[config.mk]
export PLATFORM = sky130hd
export DESIGN_NAME = uart_rx_fifo_ctrl
export DESIGN_NICKNAME = d
export VERILOG_FILES = /design/src/rtl/uart_rx_fifo_ctrl.sv
export SDC_FILE = /design/constraint.sdc
export NUM_CORES = 1
export LEC_CHECK = 0
export BUFFER_PORTS_ARGS = -buffer_cell sky130_fd_sc_hd__clkbuf_2
export CORE_AREA = 2 2 88 132
export DETAILED_ROUTE_END_ITERATION = 6
export DIE_AREA = 0 0 90 134
export PLACE_DENSITY = 0.88
export SETUP_SLACK_MARGIN = 0.2
export SLEW_MARGIN = 20
export SYNTH_ARGS = -nofsm -noshare
export SYNTH_HDL_FRONTEND = slang
export SYNTH_SLANG_ARGS = --single-unit
[constraint.sdc]
create_clock -name CLK -period 4 [get_ports CLK]
set_input_delay 1.2 -clock CLK [delete_from_list [all_inputs] [get_ports CLK]]
set_output_delay 1.2 -clock CLK [all_outputs]
set_load 0.05 [all_outputs]
[src/rtl/uart_rx_fifo_ctrl.sv]
// UART receive buffer with FIFO control register: DEPTH-entry FWFT FIFO or 1-entry holding register.
// Optional character-timeout interrupt is built when RX_TIMEOUT_EN is defined.
module uart_rx_fifo_ctrl #(
    parameter int unsigned DATA_W = 8,
    parameter int unsigned DEPTH  = 16,
    localparam int unsigned AW    = $clog2(DEPTH)
) (
    input  logic              CLK,
    input  logic              RST,
    input  logic [7:0]        fcr_write_data,
    input  logic              fcr_wr_en,
    input  logic [DATA_W-1:0] rx_data,
    input  logic              rx_valid,
    input  logic              rd_en,
    input  logic              ovr_clr,
    input  logic              char_tick,
    output logic [DATA_W-1:0] rd_data,
    output logic [AW:0]       fifo_count,
    output logic              data_ready,
    output logic              overrun,
    output logic              trig_irq,
    output logic              timeout_irq,
    output logic              fifoen,
    output logic [1:0]        rxfiftl,
    output logic              tx_clr
);

    localparam int unsigned CW    = AW + 1;
    localparam int unsigned TMR_W = 3;
    localparam logic [TMR_W-1:0] TMR_LIMIT = TMR_W'(4);

    logic [DATA_W-1:0] mem_q [DEPTH];

    logic              fifoen_q,   fifoen_d;
    logic [1:0]        rxfiftl_q,  rxfiftl_d;
    logic              tx_clr_q,   tx_clr_d;
    logic [AW-1:0]     wr_ptr_q,   wr_ptr_d;
    logic [AW-1:0]     rd_ptr_q,   rd_ptr_d;
    logic [CW-1:0]     count_q,    count_d;
    logic [DATA_W-1:0] rd_data_q,  rd_data_d;
    logic              overrun_q,  overrun_d;

    logic          rx_clr_c;
    logic          push_req_c;
    logic          pop_ok_c;
    logic          full_c;
    logic          do_write_c;
    logic          ovr_write_c;
    logic          ovr_set_c;
    logic [CW-1:0] cap_c;
    logic [CW-1:0] thresh_c;
    logic          unused_c;

    // Transaction qualification; a clear (explicit or fifoen toggle) swallows same-cycle traffic
    always_comb begin
        rx_clr_c    = fcr_wr_en && (fcr_write_data[1] || (fcr_write_data[0] != fifoen_q));
        cap_c       = fifoen_q ? CW'(DEPTH) : CW'(1);
        full_c      = (count_q == cap_c);
        push_req_c  = rx_valid && !rx_clr_c;
        pop_ok_c    = rd_en && (count_q != '0) && !rx_clr_c;
        do_write_c  = push_req_c && (!full_c || pop_ok_c);
        ovr_write_c = push_req_c && full_c && !pop_ok_c && !fifoen_q;
        ovr_set_c   = push_req_c && full_c && !pop_ok_c;
    end

    // Next-state for FCR, pointers, count, head register and overrun
    always_comb begin
        fifoen_d  = fifoen_q;
        rxfiftl_d = rxfiftl_q;
        tx_clr_d  = 1'b0;
        wr_ptr_d  = wr_ptr_q;
        rd_ptr_d  = rd_ptr_q;
        count_d   = count_q;
        rd_data_d = rd_data_q;
        overrun_d = overrun_q;

        if (fcr_wr_en) begin
            fifoen_d  = fcr_write_data[0];
            rxfiftl_d = fcr_write_data[5:4];
            tx_clr_d  = fcr_write_data[2];
        end

        if (rx_clr_c) begin
            wr_ptr_d = '0;
            rd_ptr_d = '0;
            count_d  = '0;
        end else begin
            if (do_write_c) begin
                wr_ptr_d = wr_ptr_q + AW'(1);
            end
            if (pop_ok_c) begin
                rd_ptr_d = rd_ptr_q + AW'(1);
            end
            if (do_write_c && !pop_ok_c) begin
                count_d = count_q + CW'(1);
            end else if (pop_ok_c && !do_write_c) begin
                count_d = count_q - CW'(1);
            end

            // Head register tracks the entry at rd_ptr, so a pop exposes the next entry one cycle later
            if (ovr_write_c) begin
                rd_data_d = rx_data;
            end else if (pop_ok_c) begin
                if (count_q == CW'(1)) begin
                    if (do_write_c) begin
                        rd_data_d = rx_data;
                    end
                end else begin
                    rd_data_d = mem_q[rd_ptr_q + AW'(1)];
                end
            end else if (do_write_c && (count_q == '0)) begin
                rd_data_d = rx_data;
            end
        end

        if (ovr_clr) begin
            overrun_d = 1'b0;
        end
        if (ovr_set_c) begin
            overrun_d = 1'b1;
        end
    end

    always_ff @(posedge CLK) begin
        if (RST) begin
            fifoen_q  <= 1'b0;
            rxfiftl_q <= 2'b00;
            tx_clr_q  <= 1'b0;
            wr_ptr_q  <= '0;
            rd_ptr_q  <= '0;
            count_q   <= '0;
            rd_data_q <= '0;
            overrun_q <= 1'b0;
        end else begin
            fifoen_q  <= fifoen_d;
            rxfiftl_q <= rxfiftl_d;
            tx_clr_q  <= tx_clr_d;
            wr_ptr_q  <= wr_ptr_d;
            rd_ptr_q  <= rd_ptr_d;
            count_q   <= count_d;
            rd_data_q <= rd_data_d;
            overrun_q <= overrun_d;
        end
    end

    // Storage array; holding-mode overwrite replaces the head in place
    always_ff @(posedge CLK) begin
        if (do_write_c) begin
            mem_q[wr_ptr_q] <= rx_data;
        end else if (ovr_write_c) begin
            mem_q[rd_ptr_q] <= rx_data;
        end
    end

`ifdef RX_TIMEOUT_EN
    logic [TMR_W-1:0] timer_q,   timer_d;
    logic             timeout_q, timeout_d;

    // Character timer: runs only while data sits idle in FIFO mode, saturates at the limit
    always_comb begin
        timer_d   = timer_q;
        timeout_d = timeout_q;
        if (rx_clr_c || push_req_c || pop_ok_c) begin
            timer_d   = '0;
            timeout_d = 1'b0;
        end else if (char_tick && fifoen_q && (count_q != '0) && (timer_q != TMR_LIMIT)) begin
            timer_d = timer_q + TMR_W'(1);
            if (timer_q == TMR_LIMIT - TMR_W'(1)) begin
                timeout_d = 1'b1;
            end
        end
    end

    always_ff @(posedge CLK) begin
        if (RST) begin
            timer_q   <= '0;
            timeout_q <= 1'b0;
        end else begin
            timer_q   <= timer_d;
            timeout_q <= timeout_d;
        end
    end

    assign unused_c = ^{fcr_write_data[7:6], fcr_write_data[3]};
`else
    logic timeout_q;

    assign timeout_q = 1'b0;
    assign unused_c  = ^{char_tick, fcr_write_data[7:6], fcr_write_data[3]};
`endif

    // Trigger threshold decode from the stored level select
    always_comb begin
        unique case (rxfiftl_q)
            2'b00:   thresh_c = CW'(1);
            2'b01:   thresh_c = CW'(DEPTH / 4);
            2'b10:   thresh_c = CW'(DEPTH / 2);
            default: thresh_c = CW'(DEPTH - 2);
        endcase
    end

    always_comb begin
        rd_data     = rd_data_q;
        fifo_count  = count_q;
        data_ready  = (count_q != '0);
        overrun     = overrun_q;
        trig_irq    = fifoen_q ? (count_q >= thresh_c) : (count_q != '0);
        timeout_irq = timeout_q;
        fifoen      = fifoen_q;
        rxfiftl     = rxfiftl_q;
        tx_clr      = tx_clr_q;
    end

endmodule

# [Yosys cells after proc, flatten, opt, wreduce, memory -nomap -nowiden]
# Memories as Yosys holds them, arrays and structs flattened.
# Index checks and enable logic that the tools add are counted.
[totals] inputBits=23 word_cells=70 mem_bits_rw=128 regBits=26 memories=1 out_inout_bits=21
[mem_list] name="mem_q" words=16 word_bits=8 read_ports=1 rd_clocked_by_memory_dff=0 write_ports=1 line_no="32" rtl="logic [DATA_W-1:0] mem_q [DEPTH];"
[op_classes] n_mux=20 reduce_logical=28 order_cmp=1 eq_ne=6 bitwise_logic=2 n_addsub=4
[ops] operator="$mux 8" n=6
[ops] operator="$mux 5" n=3
[ops] operator="$pmux 4 s3" n=1
[ops] operator="$logic_and 1x1->1" n=11
[ops] operator="$mux 1" n=9
[ops] operator="$add 4x1->4 const B" n=2
[ops] operator="$reduce_or 8->1" n=1
[ops] operator="$add 5x1->5 const B" n=1
[ops] operator="$eq 5x1->1 const B" n=1
[ops] operator="$eq 5x5->1" n=1
[ops] operator="$ge 5x5->1" n=1
[ops] operator="$logic_not 1->1" n=5
[ops] operator="$logic_not 5->1" n=1
[ops] operator="$reduce_bool 5->1" n=1
[ops] operator="$sub 5x1->5 const B" n=1
[ops] operator="$mux 4" n=1
[ops] operator="$ne 4x4->1 const B" n=1
[ops] operator="$reduce_bool 2->1" n=2
[ops] operator="$reduce_or 2->1" n=2
[ops] operator="$reduce_and 3->1" n=1
[ops] operator="$reduce_bool 3->1" n=1
[ops] operator="$eq 2x1->1 const B" n=1
[ops] operator="$eq 2x2->1 const B" n=1
[ops] operator="$logic_not 2->1" n=1
[ops] operator="other kinds (3)" n=5

# [Depth between registers and ports, before layout]
# Gate-level depths: netlist (run 1).
[logic_depth] depth_word=13 ltp_mapped=12 mapped_depth_nobuf=12

# [Worst setup path before layout (run 1)]
# No wires, ideal clock.
[synth_path] path_kind="register to output" start="register count_q[0] (netlist: fifo_count[0])" end="output trig_irq" stages_incl_launch_ff=8 t_required_ns=2.800 path_buffers=0 slack_ns=0.414 arrival_ns=2.386 path_cell_list="dfxtp_1 -> inv_1 -> ha_1 -> nand2b_1 -> a21oi_1 -> nor2b_1 -> o21ai_0 -> a31oi_1"
[synth_between] elab_chain_len=2 word_cells_on_any_way=3 classes_between="1 x order compare; 1 x mux; 1 x reduce/logical"
[synth_lines] element="start: declaration" line_no="39" rtl="logic [CW-1:0] count_q, count_d;"
[synth_lines] element="start signal: assignment" line_no="140" rtl="count_q <= count_d;"
[synth_lines] element="$ge 5x5->1 / $reduce_bool 5->1 (equally long branches)" line_no="207" rtl="trig_irq = fifoen_q ? (count_q >= thresh_c) : (count_q != '0);"
[synth_lines] element="$mux 1 (*)" line_no="207"
[synth_lines] element="end: declaration" line_no="21" rtl="output logic trig_irq,"
# Every way passes the cells marked *; elsewhere a longest branch is shown, timed or not.

# [Worst setup path after layout (run 1)]
# Same ends and word-level chain as after synthesis.

==> results of run 1 <==
## cells by family after synthesis
kind of cell             synth area share [%]
flip-flops                              67.74
adder cells (fa/ha/maj)                 2.330
multiplexers                            15.15
AND/OR/NAND/NOR                         6.603
XOR/XNOR                                1.631
buffers and inverters                   1.981
AO/OA/AOI/OAI                           4.506
other                                 0.05821
## how the worst min path moves through the flow
stage                       end  slack (ns)  cells past startpoint
finish               rd_data[1]        0.46                      1
floorplan           rd_ptr_q[3]        0.48                      2
detailed placement   rd_data[6]        0.45                      1
global route         rd_data[0]        0.48                      1
CTS                  rd_data[6]        0.47                      1
global placement     rd_data[7]        0.45                      1
## cell type report
cell class | instances | area, sq um | area share (%)
well taps | 147 | 183.9 | 2.458
multi-input cells | 203 | 1958 | 26.17
diodes | 1 | 2.502 | 0.03344
flip-flops and latches | 154 | 4364 | 58.32
clock buffers | 18 | 429.2 | 5.735
repair buffers | 58 | 340.3 | 4.548
clock inverters | 14 | 163.9 | 2.190
inverters | 11 | 41.29 | 0.5517
## stage by stage
stage	hold WS [ns]	cell area, sq um	power [W]	worst slack, ns	cells
2_1_floorplan	0.4839	6442	0.002386	0.4143	385
3_3_place_gp	0.4462	6888	0.002523	0.4612	573
3_5_place_dp	0.4509	6888	0.002553	0.3572	573
4_1_cts	0.4687	7481	0.004127	0.5760	605
5_1_grt	0.4752	7483	0.004239	0.4702	606
6_report	0.4634	7483	0.004109	0.6003	606
## worst max-delay path, delay by kind of cell (launching register included)
kind / cells / cell delay (ns)
buffers and inverters: 2 / 0.40
AOI/OAI and AO/OA: 3 / 0.41
and+or+nand+nor: 2 / 0.19
adders and majority gates: 1 / 0.31
DFF: 1 / 0.48
## power by group
part,leakage (nW),total [W],switching (W),internal (W)
clock,0.285,0.00158,0.000648,0.000933
sequential,1.37,0.00183,0.0000442,0.00179
combinational,0.918,0.000698,0.000442,0.000256
total,2.57,0.00411,0.00113,0.00298
## flip-flops by register name, summed over array words and instances, names as in the netlist
signal      count
tx_clr          1
fifoen          1
rd_ptr_q        4
rd_data         8
fifo_count      5
overrun         1
mem_q         128
rxfiftl         2
wr_ptr_q        4
## synth_stat cells, types with 3 or more instances
master / n / area share, %
o2bb2ai_1: 8 / 1.1
a31oi_1: 3 / 0.29
edfxtp_1: 128 / 60
xnor2_1: 8 / 1.1
nor3_1: 4 / 0.31
nor2_1: 40 / 2.3
mux2i_1: 6 / 0.93
buf_2: 3 / 0.23
mux2_2: 16 / 2.8
nor2b_1: 7 / 0.68
inv_1: 10 / 0.58
mux4_2: 32 / 11
o21ai_0: 4 / 0.31
a21oi_1: 10 / 0.78
xor2_1: 4 / 0.54
a222oi_1: 8 / 1.2
nand2_1: 13 / 0.76
clkbuf_1: 7 / 0.41
dfxtp_1: 26 / 8.1
buf_1: 4 / 0.23
ha_1: 12 / 2.3
## routing by layer
layer	GRT usage, %	wire, um
met3	4.775	510
met4	10.85	331
met1	26.15	4757
met2	39.60	7208
met5	0	0
==> summary.txt, run 1 <==
Status = finished, violations left
Failing checks = DRC
DR iter-0 viols = 533
Io pins = 44
Final hold vios = 0
Area delta synth->final = 16.16%
Cts bufs inserted = 17
Power Dens Cells = 549.1 nW/um^2
Synth Warn # = 0
Worst EP arrival = 2.20 ns
RSZ-0062 raised after global routing = no
Antenna Violating Nets Remaining = 0
Initial Util = 58.90%
IO buf count = 38
Setup Skew = 0.008020 ns
FF-to-FF End = rd_data[3]
Top FF cell, synth = edfxtp_1
Worst slew pin tran = 0.8288 ns
Synth cell types = 47
Crit Path Class = reg -> out
Worst hold path type = reg -> reg
Maximum clock frequency = 294.1 MHz
Vias in the first global route = 3,703
Setup crit end = trig_irq
Synthesized flop and latch total = 154
Sink Count = 154
Drt pass-1 iters = 7
Final HPWL DP = 8331 um
Number of remaining DRC errors = 1
Crit-path cells = inv_1 > ha_1 > nand2b_1 > a21oi_1 > nor2b_1 > o21ai_0 > a31oi_1 > clkbuf_2
Syn avg cell area = 16.73 sq um
Via count = 3,660
FP Rows = 47
Gr usage total = 22.44%
Max-slew violations = 0
Largest net degree at the start of global routing = 33
Die ar. = 12,060 sq um
Setup violators final = 0
Syn Inst Count = 385
Hold_sp = rd_data[1]
Max-cap violations = 0
EDFF count, synth = 128
Period utilization = 84.99%
CTS clk-pin slew, worst paths = 0.06 ns
Quantity of hold-fixing buffers added after cts = 0
Max incr delay on CP = 0.48 ns
Final wirelength = 12,810 um
Fin util = 68.42%
First-pass GRT wire length = 19,940 um
FILL cells = 729
Setup TNS Final = 0 ns
Number of vias per cell = 6.040
Final Wtd Congestion = 0.7879
Crit end category = primary output
Worst skew pair latency = 0.42 ns
Most frequent cells in the layout = edfxtp_1, nor2_1, clkbuf_2, mux4_2, dfxtp_1
Commonest non-fill, non-tap cell in the layout = edfxtp_1
Worst setup path start = fifo_count[0]
Max Buffers Root-to-Sink = 2
H-tree Lvls = 4
Die H = 134 um
Req. time, crit path = 2.80 ns
Cell Area, Synth = 6442 sq um
CTS tree = built
Period minus WS final = 3.400 ns
Horiz. Die Dim = 90 um
Seq/Total Area, Yosys = 67.74%
Asr flop ratio synth = 0%
Setup crit start kind = flip-flop
Lkg Pwr = 2.568 nW
Crit-path max FO = 9
Syn_nets = 420
Clk root buf = clkbuf_16
Core area = 10,940 sq um
DR WL/cell = 21.13 um
Slew headroom = 44.75%
Peak supply drop = 0.4642 mV
Setup slack, reg-to-reg = 0.84 ns
Layout cells sized above 1 = 32.31%
Layout Nets = 480
Reg2reg start = fifo_count[0]
CTS resizes = 0
Initial antenna violation count = 1
Buffer count from post-CTS setup fixing = 0
R2r worst-path depth = 11
Global route overflow = 0
CP max stage cell = dfxtp_1
No activity file was read; power rests on OpenSTA's default activity.
==> inputs of run 2 (changes only) <==
- ABC_AREA: not set -> 1
- CORE_AREA: 2 2 88 132 -> 2 2 96 145
- DIE_AREA: 0 0 90 134 -> 0 0 98 147
- PLACE_DENSITY: 0.88 -> 0.85
- clock period: 4 -> 3.1 ns (I/O delays scaled with it)
==> run 2 against run 1 <==
The run now ends clean. Final area grew 9.1%. Wire length increased by 29%. Core utilization fell by 6.6 points. Critical path depth stayed put. Total power rose by 39%. Sequential share of layout area decreased by 4.8 points. Sequential power rose by 31%. Largest cell class unchanged. Highest routed layer unchanged.
==> summary.txt, run 2 <==
Crit-path cells = inv_2 > ha_1 > inv_1 > a21boi_1 > o21a_1 > o21ai_1 > a22oi_2 > buf_8
Status = finished clean
Power Total = 0.005723 W (+39%)
DR iter-0 viols = 491 (-7.9%)
Setup Skew = 0.007094 ns (-0.0009261 ns)
Final HPWL DP = 10,890 um (+31%)
Number of remaining DRC errors = 0 (-1)
Vias in the first global route = 5,438 (+47%)
Area delta synth->final = 14.47%
Worst hold path type = reg -> reg
Lkg Pwr = 3.438 nW (+34%)
Die H = 147 um (+9.7%)
Synth Warn # = 0 (unchanged)
Setup violators final = 0 (unchanged)
Setup TNS Final = 0 ns (unchanged)
CTS tree = built
Max Buffers Root-to-Sink = 2 (unchanged)
Number of vias per cell = 5.532 (-8.4%)
Crit-path max FO = 6 (-3)
Max-cap violations = 0 (unchanged)
Via count = 5,388 (+47%)
Leading area contributor after synthesis = edfxtp_1
Syn Inst Count = 744 (+93%)
Setup crit start kind = flip-flop
Core area = 13,210 sq um (+21%)
Yosys top cell area share = 53.89% (-5.8 points)
Layout Nets = 834 (+74%)
Worst skew pair latency = 0.42 ns (about the same)
Antenna Violating Nets Remaining = 0 (unchanged)
Drt pass-1 iters = 6 (-1)
Period minus WS final = 2.770 ns
Power Dens Cells = 701.0 nW/um^2 (+28%)
Reg2reg start = fifo_count[1]
Final Wtd Congestion = 0.8714 (+11%)
Crit end category = primary output
Hold worst-path end = overrun
Max-slew violations = 0 (unchanged)
CP max stage cell = dfxtp_4
Initial Util = 54.00% (-4.9 points)
Hold_sp = overrun
Commonest non-fill, non-tap cell in the layout = nand2_1
Setup slack, reg-to-reg = 0.59 ns (-0.25 ns)
CTS clk-pin slew, worst paths = 0.06 ns (about the same)
RSZ-0062 raised after global routing = no
Peak supply drop = 0.5134 mV (+11%)
Horiz. Die Dim = 98 um (+8.9%)
R2r worst-path depth = 15 (+4)
CP Buf/Inv Count = 3 (+1)
Worst EP arrival = 1.84 ns (-0.36 ns)
Asr flop ratio synth = 0% (unchanged)
Synthesized flop and latch total = 154 (unchanged)
Crit Path Class = reg -> out
Final wirelength = 16,490 um (+29%)
Syn_nets = 779 (+85%)
H-tree Lvls = 4 (unchanged)
Io pins = 44 (unchanged)
Top-count cell post-synth = nand2_1
FF-to-FF End = fifo_count[2]
Global route overflow = 0 (unchanged)
Top FF cell, synth = edfxtp_1
Cell Area, Synth = 7132 sq um (+11%)
Largest net degree at the start of global routing = 41 (+24%)
Gr usage total = 23.67% (+1.2 points)
Clk root buf = clkbuf_16
Quantity of hold-fixing buffers added after cts = 0 (unchanged)
Buffer count from post-CTS setup fixing = 0 (unchanged)
First-pass GRT wire length = 26,180 um (+31%)
Cts bufs inserted = 17 (unchanged)
Sink Count = 154 (unchanged)
Seq/Total Area, Yosys = 61.19% (-6.5 points)
Die ar. = 14,410 sq um (+19%)
Max incr delay on CP = 0.38 ns (-0.10 ns)
Syn avg cell area = 9.586 sq um (-43%)
Largest cells by area after synthesis = edfxtp_1, nand2_1, dfxtp_1
Slew headroom = 40.78% (-4.0 points)
EDFF count, synth = 128 (unchanged)
Most frequent cells in the layout = nand2_1, edfxtp_1, nand3_1, inv_1, nor2_1
Initial antenna violation count = 0 (-1)
Req. time, crit path = 2.17 ns (-0.63 ns)
FP Rows = 52 (+11%)
Layout cells sized above 1 = 16.63% (-16 points)
DR WL/cell = 16.93 um (-20%)
Crit path max-delay family = compound AO/OA/AOI/OAI gates
IO buf count = 38 (unchanged)
Hold depth = 2 (+1)
Max reg flops = 128 (unchanged)
Period utilization = 89.34%
Biggest register = mem_q
Top post-synthesis cells by count = nand2_1, edfxtp_1, nand3_1, inv_1, nor2_1
Synth cell types = 39 (-17%)
Antenna cell count = 0 (-1)
Worst slew pin tran = 0.8876 ns (+0.05876 ns)
Maximum clock frequency = 361.1 MHz
Final hold vios = 0 (unchanged)
[run 2: stage by stage]
stage          setup slack (ns)  util, %  instances  cell area [sq um]  hold WS, ns
5_1_grt                  0.2068    61.81        974               8164       0.4970
2_1_floorplan            0.2205        -        744               7138       0.4521
6_report                 0.3305    61.81        974               8164       0.4679
4_1_cts                  0.2213    61.76        974               8157       0.4733
3_5_place_dp             0.2058    57.43        942               7585       0.4649
3_3_place_gp             0.3071    57.43        942               7585       0.4568
[run 2: report_power, final]
part	switching [W]	leakage, nW	internal, W	total, W
logic	0.000982	1.81	0.000386	0.00137
registers	0.0000608	1.37	0.00233	0.00239
clock network	0.000785	0.260	0.00118	0.00197
total	0.00183	3.44	0.00389	0.00572
[run 2: cells by family after synthesis]
logic type      share of synthesized area, %
compound gates                         5.246
simple gates                           24.82
xor+xnor                              0.5791
other cells                          0.05258
fa+ha+maj                              2.105
buf+inv                                6.000
flops                                  61.19
[run 2: worst register-to-register path: cells and delay by family (launching register included)]
kind | cells | cell delay (ns)
AOI/OAI and AO/OA | 2 | 0.28
adders and majority gates | 2 | 0.51
buffers and inverters | 3 | 0.32
DFF | 1 | 0.40
and+or+nand+nor | 8 | 0.94
[run 2: how the worst max path moves through the flow]
stage	start	endpoint	slack (ns)	cells past startpoint
2_1_floorplan	fifo_count[1]	trig_irq	0.22	5
3_3_place_gp	fcr_write_data[0]	mem_q[2][1]	0.31	13
3_5_place_dp	fcr_write_data[0]	mem_q[10][4]	0.21	13
4_1_cts	fifo_count[0]	trig_irq	0.22	8
5_1_grt	fifo_count[0]	trig_irq	0.21	8
6_report	fifo_count[0]	trig_irq	0.33	8
[run 2: cell type report]
class | count | area, sq um
inverter | 75 | 285.3
fill | 974 | 5044
sequential | 154 | 4373
timing repair buffer | 64 | 395.4
clock buffer | 21 | 440.4
clock inverter | 11 | 122.6
tap | 162 | 202.7
multi-input combinational | 487 | 2345
[run 2: what timing repair did]
| item | in CTS | in global routing |
|---|---|---|
| setup endpoints to repair | 1 | 1 |
| gates resized for setup | 4 | 6 |
| pin swaps | 0 | 1 |
[run 2: layer usage]
layer  vias to the layer above  GRT usage, %  part of all wire [%]
met4                         0         10.97                   4.0
li1                       2559             -                     -
met1                      2521         24.46                    34
met2                       250         45.14                    56
met5                         -             0                     0
met3                        58         4.615                   5.9
